$ cat src/rtl/team_08_apple_placer.sv
// team_08_apple_placer -- picks a random free grid cell for the next apple.
//
// Gathers (X_W+Y_W)/2 pairs of random bits into a candidate cell. Out-of-range
// candidates are rejected locally. In-range candidates go to the body-occupancy
// checker. Hits trigger a retry, and the first miss becomes the new apple.
// After MAX_TRIES failed tries the block gives up with place_fail. When
// TEAM_08_APPLE_SCAN_FALLBACK_EN is defined it instead scans the grid linearly
// from (0,0), and it reports grid_full if every cell is occupied.
//
// Ports:
//   clk, reset          clock, synchronous active-high reset
//   state[1:0]          game state: 0 IDLE, 1 RUN, 2 OVER, 3 WIN
//   rnd[1:0]            random bits from the generator
//   place_req           request a new apple (honoured only when idle and RUN)
//   chk_done, chk_hit   checker response; hit = candidate cell is occupied
//   chk_req             one-cycle pulse: check cand_x/cand_y
//   cand_x, cand_y      candidate cell, stable from chk_req until chk_done
//   apple_x, apple_y    current apple position
//   apple_valid         one-cycle pulse when the apple position is updated
//   busy                placement in progress
//   place_fail          one-cycle pulse: random tries exhausted (no scan build)
//   grid_full           one-cycle pulse: scan found no free cell (scan build)
module team_08_apple_placer #(
  parameter int X_W       = 4,
  parameter int Y_W       = 4,
  parameter int GRID_W    = 16,
  parameter int GRID_H    = 12,
  parameter int MAX_TRIES = 8,
  parameter int APPLE_X0  = 8,
  parameter int APPLE_Y0  = 6
) (
  input  logic           clk,
  input  logic           reset,
  input  logic [1:0]     state,
  input  logic [1:0]     rnd,
  input  logic           place_req,
  input  logic           chk_done,
  input  logic           chk_hit,
  output logic           chk_req,
  output logic [X_W-1:0] cand_x,
  output logic [Y_W-1:0] cand_y,
  output logic [X_W-1:0] apple_x,
  output logic [Y_W-1:0] apple_y,
  output logic           apple_valid,
  output logic           busy,
  output logic           place_fail,
  output logic           grid_full
);
  localparam int C_W  = X_W + Y_W;
  localparam int G_N  = C_W / 2;
  localparam int GC_W = $clog2(G_N + 1);
  localparam int T_W  = $clog2(MAX_TRIES + 1);
  localparam logic [1:0] GS_RUN = 2'd1;

  typedef enum logic [2:0] {S_IDLE, S_GATHER, S_CHECK, S_WAIT, S_DONE, S_SCAN} fsm_t;

  fsm_t            cur, nxt;
  logic [C_W-1:0]  cand;
  logic [1:0]      tick;
  logic [T_W-1:0]  tries;
  logic [GC_W-1:0] gcnt;
  logic            run, in_range, last_try, fail;

  assign cand_x   = cand[C_W-1:Y_W];
  assign cand_y   = cand[Y_W-1:0];
  assign busy     = (cur != S_IDLE);
  assign run      = (state == GS_RUN);
  assign in_range = (int'(cand_x) < GRID_W) && (int'(cand_y) < GRID_H);
  assign last_try = (int'(tries) + 1 >= MAX_TRIES);

`ifdef TEAM_08_APPLE_SCAN_FALLBACK_EN
  localparam int SC_W = $clog2(GRID_W * GRID_H + 1);
  logic            scan_mode;
  logic [SC_W-1:0] scan_cnt;
  logic [X_W-1:0]  sx;
  logic [Y_W-1:0]  sy;

  // Next scan cell: row-major walk, wrapping back to (0,0) after the last row.
  always_comb begin
    sx = cand_x + 1'b1;
    sy = cand_y;
    if (int'(cand_x) >= GRID_W - 1) begin
      sx = '0;
      sy = (int'(cand_y) >= GRID_H - 1) ? '0 : cand_y + 1'b1;
    end
  end
`endif

  always_comb begin
    nxt         = cur;
    chk_req     = 1'b0;
    apple_valid = 1'b0;
    place_fail  = 1'b0;
    grid_full   = 1'b0;
    fail        = 1'b0;
    // Leaving RUN drops any placement; a late chk_done lands in S_IDLE and is ignored.
    if (busy && !run) nxt = S_IDLE;
    else begin
      case (cur)
        S_IDLE:   if (place_req && run) nxt = S_GATHER;
        S_GATHER: if (int'(gcnt) == G_N - 1) nxt = S_CHECK;
        S_CHECK: begin
          if (in_range) begin
            chk_req = 1'b1;
            nxt     = S_WAIT;
          end else fail = 1'b1;
        end
        S_WAIT:   if (chk_done) begin
          if (chk_hit) fail = 1'b1;
          else nxt = S_DONE;
        end
        S_DONE: begin
          apple_valid = 1'b1;
          nxt         = S_IDLE;
        end
        S_SCAN:   nxt = S_CHECK;
        default:  nxt = S_IDLE;
      endcase
      if (fail) begin
`ifdef TEAM_08_APPLE_SCAN_FALLBACK_EN
        if (scan_mode) begin
          if (int'(scan_cnt) + 1 >= GRID_W * GRID_H) begin
            grid_full = 1'b1;
            nxt       = S_IDLE;
          end else nxt = S_CHECK;
        end else nxt = last_try ? S_SCAN : S_GATHER;
`else
        if (last_try) begin
          place_fail = 1'b1;
          nxt        = S_IDLE;
        end else nxt = S_GATHER;
`endif
      end
    end
  end

  always_ff @(posedge clk) begin
    if (reset) begin
      cur     <= S_IDLE;
      cand    <= '0;
      tick    <= '0;
      tries   <= '0;
      gcnt    <= '0;
      apple_x <= X_W'(APPLE_X0);
      apple_y <= Y_W'(APPLE_Y0);
`ifdef TEAM_08_APPLE_SCAN_FALLBACK_EN
      scan_mode <= 1'b0;
      scan_cnt  <= '0;
`endif
    end else begin
      cur <= nxt;
      if (cur == S_GATHER) begin
        tick <= tick + 2'd1;
        cand <= {cand[C_W-3:0], rnd ^ tick};
      end
      gcnt <= (cur == S_GATHER && nxt == S_GATHER) ? gcnt + 1'b1 : '0;
      if (cur == S_IDLE) tries <= '0;
      else if (fail && nxt == S_GATHER) tries <= tries + 1'b1;
      if (apple_valid) begin
        apple_x <= cand_x;
        apple_y <= cand_y;
      end
`ifdef TEAM_08_APPLE_SCAN_FALLBACK_EN
      if (cur == S_IDLE) scan_mode <= 1'b0;
      if (cur == S_SCAN) begin
        cand      <= '0;
        scan_mode <= 1'b1;
        scan_cnt  <= '0;
      end else if (scan_mode && fail && nxt == S_CHECK) begin
        cand     <= {sx, sy};
        scan_cnt <= scan_cnt + 1'b1;
      end
`endif
    end
  end
endmodule
$ cat config.mk
export PLATFORM = sky130hd
export DESIGN_NAME = team_08_apple_placer
export DESIGN_NICKNAME = d
export VERILOG_FILES = /design/src/rtl/team_08_apple_placer.sv
export SDC_FILE = /design/constraint.sdc
export NUM_CORES = 1
export LEC_CHECK = 0
export BUFFER_PORTS_ARGS = -buffer_cell sky130_fd_sc_hd__buf_2
export CORE_UTILIZATION = 52
export CTS_CLUSTER_DIAMETER = 100
export CTS_CLUSTER_SIZE = 8
export DETAILED_ROUTE_END_ITERATION = 16
export PLACE_DENSITY = 0.84
export SETUP_SLACK_MARGIN = 0.02
export SLEW_MARGIN = 20
export SYNTH_ARGS = -nofsm -noshare
export SYNTH_HDL_FRONTEND = slang
export SYNTH_SLANG_ARGS = --single-unit
$ cat constraint.sdc
create_clock -name clk -period 2.07 [get_ports clk]
set_input_delay 0.207 -clock clk [delete_from_list [all_inputs] [get_ports clk]]
set_output_delay 0.207 -clock clk [all_outputs]
set_load 0.05 [all_outputs]
==> impl_metrics.csv <==
group,metric,value,unit
run_status,outcome,"finished, final reports clean",
placed_design,portBuffers,28,
cells_and_area,final_core_util,65.5,%
cts,cts-root-buf,"clkbuf_4",
logic_synthesis,yosys_warnings,0,
sta,finalSetupViolations,0,
floorplanning,die_height,52.2,um
placed_design,gp_congestion,0.795,
worst_setup_path,crit_fanout,11,
logic_synthesis,synth_most_common_cell,"dfxtp_1",
power_and_ir_drop,power_frac_comb,7.9,%
floorplanning,die_w,52.2,um
cts,cts_tree,"done",
detailed_routing,drc_errors,0,
logic_synthesis,synth_area,1310,sq um
floorplanning,fp-row-count,17,
sta,period_minus_slack,1900,ps
logic_synthesis,synth_flop_cell,"dfxtp_1",
sta,fin_skew,3.16,ps
worst_setup_path,worst_setup_path_end_kind,"primary output",
power_and_ir_drop,leakagePower,0.700,nW
cts,cts_sinks,28,
grt,antenna_found_initial,0,
cells_and_area,syn_to_final_growth,15.0,%
worst_setup_path,worstPathArrival,1690,ps
worst_setup_path,crit_path_start_kind,"register",
logic_synthesis,synthCells,151,
sta,slew_headroom,61.4,%
logic_synthesis,yosysTopAreaCell,"dfxtp_1",
sta,period_share,91.9,%
detailed_routing,vias_per_cell,5.63,
sta,tightest_slew,577,ps
cells_and_area,nNetsFinal,190,
grt,grt_pass1_vias,1057,
floorplanning,ios,30,
power_and_ir_drop,clock_power_share,36.2,%
cells_and_area,drive_gt1_share,22.7,%
detailed_routing,num_vias,1148,
sta,rsz0062_at_grt,"false",
logic_synthesis,synth-seq-cells,28,
flow_run,drv_cap,0,
worst_setup_path,required,1860,ps
power_and_ir_drop,power_frac_seq,55.9,%
logic_synthesis,ys_types,41,
hold_path,worstHoldStart,"rnd[1]",
cts,ctsHoldBuffers,0,
hold_path,whs_endpoint,"cand[1]",
grt,grt_usage,22.1,%
detailed_routing,wire_per_inst,13.6,um
power_and_ir_drop,ir_drop,0.321,mV
worst_setup_path,rr_worst_depth,6,
floorplanning,coreArea,2300,sq um
detailed_routing,drtPass1Iterations,4,
logic_synthesis,synth_edf_count,0,
sta,setup_tns,0,ps
logic_synthesis,avgSynthCellArea,8.67,sq um
cells_and_area,n_fill_cell,204,
detailed_routing,initialDrtViolationCount,18,
sta,finalHoldViolCount,0,
logic_synthesis,synth_top_area_share,42.8,%
sta,slew_viol_final,0,
detailed_routing,final_antenna_net_count,0,
hold_path,holdPathStages,3,
placed_design,hpwl,2020,um
power_and_ir_drop,internal_power,0.000766,W
power_and_ir_drop,swShare,22.5,%
hold_path,hold_class,"input port to register",
cts,numCtsBuffers,3,
grt,grt.overflow.total,0,
worst_setup_path,reg2reg_from,"gcnt[0]",
worst_setup_path,reg2reg_to,"cur[0]",
cells_and_area,finalInstanceArea,1510,sq um
sta,fmax,0.526,GHz
logic_synthesis,syn_nets,164,
cts,clock_latency,330,ps
logic_synthesis,ys_async_sr_fraction,0,%
power_and_ir_drop,powerDensity,657,nW/um^2
cells_and_area,finalNonFillerCells,204,
cts,htree_levels,1,
cts,clkTransAtPathRegs,150,ps
grt,grt_pass1_wl,4460,um
power_and_ir_drop,switchingPower,0.000223,W
sta,whs,148,ps
cells_and_area,n_antenna_cell,0,
logic_synthesis,synth_area_leaders,"dfxtp_1, mux2i_1, nand2_1, a21oi_1, ha_1",
placed_design,dp.cells,200,
floorplanning,initial_core_util,57.0,%
grt,grt_max_degree,22,
cts,ctsLongestPathBuffers,2,
logic_synthesis,netlist_top_cells_count,"dfxtp_1, nand2_1, a21oi_1",
placed_design,placed_area,1450,sq um
detailed_routing,routed_wl,2770,um
worst_setup_path,r2r_setup_slack,230,ps
floorplanning,dieArea,2720,sq um
logic_synthesis,ys_seq_area_share,42.8,%
worst_setup_path,path_class,"register to primary output",
==> power groups by stage <==
| stage | sequential, W | clock (W) | combinational (W) |
|---|---|---|---|
| 2_1_floorplan | 0.000572 | 0 | 0.0000512 |
| 3_3_place_gp | 0.000564 | 0 | 0.0000747 |
| 3_5_place_dp | 0.000564 | 0 | 0.0000769 |
| 4_1_cts | 0.000553 | 0.000366 | 0.0000775 |
| 5_1_grt | 0.000554 | 0.000391 | 0.0000835 |
| 6_report | 0.000553 | 0.000358 | 0.0000783 |
==> state kept, by name, summed over array words and instances (netlist names) <==
name     cells
apple_x      4
gcnt         3
cand         8
cur          3
tries        4
tick         2
apple_y      4
==> worst max-delay path, stage by stage, from the launching register on <==
cell	delay, ps
dfxtp_1	440
nand4bb_1	270
o21bai_2	270
nor2_1	130
clkbuf_4	250
==> how the worst max path moves through the flow <==
stage	startpoint	to	depth (start not counted)
finish	cur[2]	place_fail	4
global route	cur[2]	place_fail	4
CTS	cur[1]	place_fail	4
detailed placement	gcnt[0]	gcnt[2]	6
global placement	gcnt[0]	cur[0]	6
floorplan	cur[2]	chk_req	4
==> logic make-up (layout without fill, tap and decap cells) <==
kind of cell               after synthesis  in the layout  synth area share, %
and+or+nand+nor                         59             59                 22.5
AOI/OAI and AO/OA                       30             30                 14.6
DFF                                     28             28                 42.8
buffers and inverters                   15             40                 5.54
muxes                                   10             10                 7.74
adders and majority gates                4              4                 3.82
xor gates and xnor gates                 4              4                 2.68
other                                    1              1                0.287
==> cells in the final DEF (no fill, tap or decap), types with 2 or more instances in the layout <==
| cell | n |
|---|---|
| dfxtp_1 | 27 |
| clkbuf_4 | 4 |
| a21oi_1 | 16 |
| ha_1 | 4 |
| inv_1 | 5 |
| o21ai_1 | 2 |
| nor2b_1 | 4 |
| buf_2 | 27 |
| buf_4 | 2 |
| or3_1 | 2 |
| nor3_1 | 3 |
| mux2i_1 | 9 |
| xnor2_1 | 3 |
| nand3_1 | 3 |
| nand2_1 | 23 |
| nand2b_1 | 2 |
| o221ai_1 | 2 |
| a211oi_1 | 2 |
| nor2_1 | 13 |
==> metrics by stage <==
stage / worst slack, ps / total power (W)
4_1_cts: 68.0 / 0.000996
3_3_place_gp: 421 / 0.000639
5_1_grt: 33.8 / 0.00103
2_1_floorplan: 53.8 / 0.000623
3_5_place_dp: 268 / 0.000641
6_report: 168 / 0.000989
==> layout make-up <==
class	instances	area [sq um]	area share (%)
Clock buffer	3	22.5	1.50
Clock inverter	1	30.0	2.00
Inverter	6	22.5	1.50
Multi-Input combinational cell	108	676	44.9
Sequential cell	28	562	37.3
Tap cell	28	35.0	2.33
Timing Repair Buffer	30	158	10.5
==> per-layer routing <==
| metal | part of all wire [%] | track usage, % |
|---|---|---|
| met2 | 50 | 39.5 |
| met1 | 43 | 26.3 |
| met3 | 5.6 | 3.19 |
| met4 | 1.5 | 8.77 |
| met5 | 0 | 0 |
==> timing repair <==
item                                    in CTS  in global routing
setup buffers                                0                  0
endpoints found under the setup margin       0                  2
resized for setup                            0                  2
Note: power is estimated with default switching activity, not from simulation.
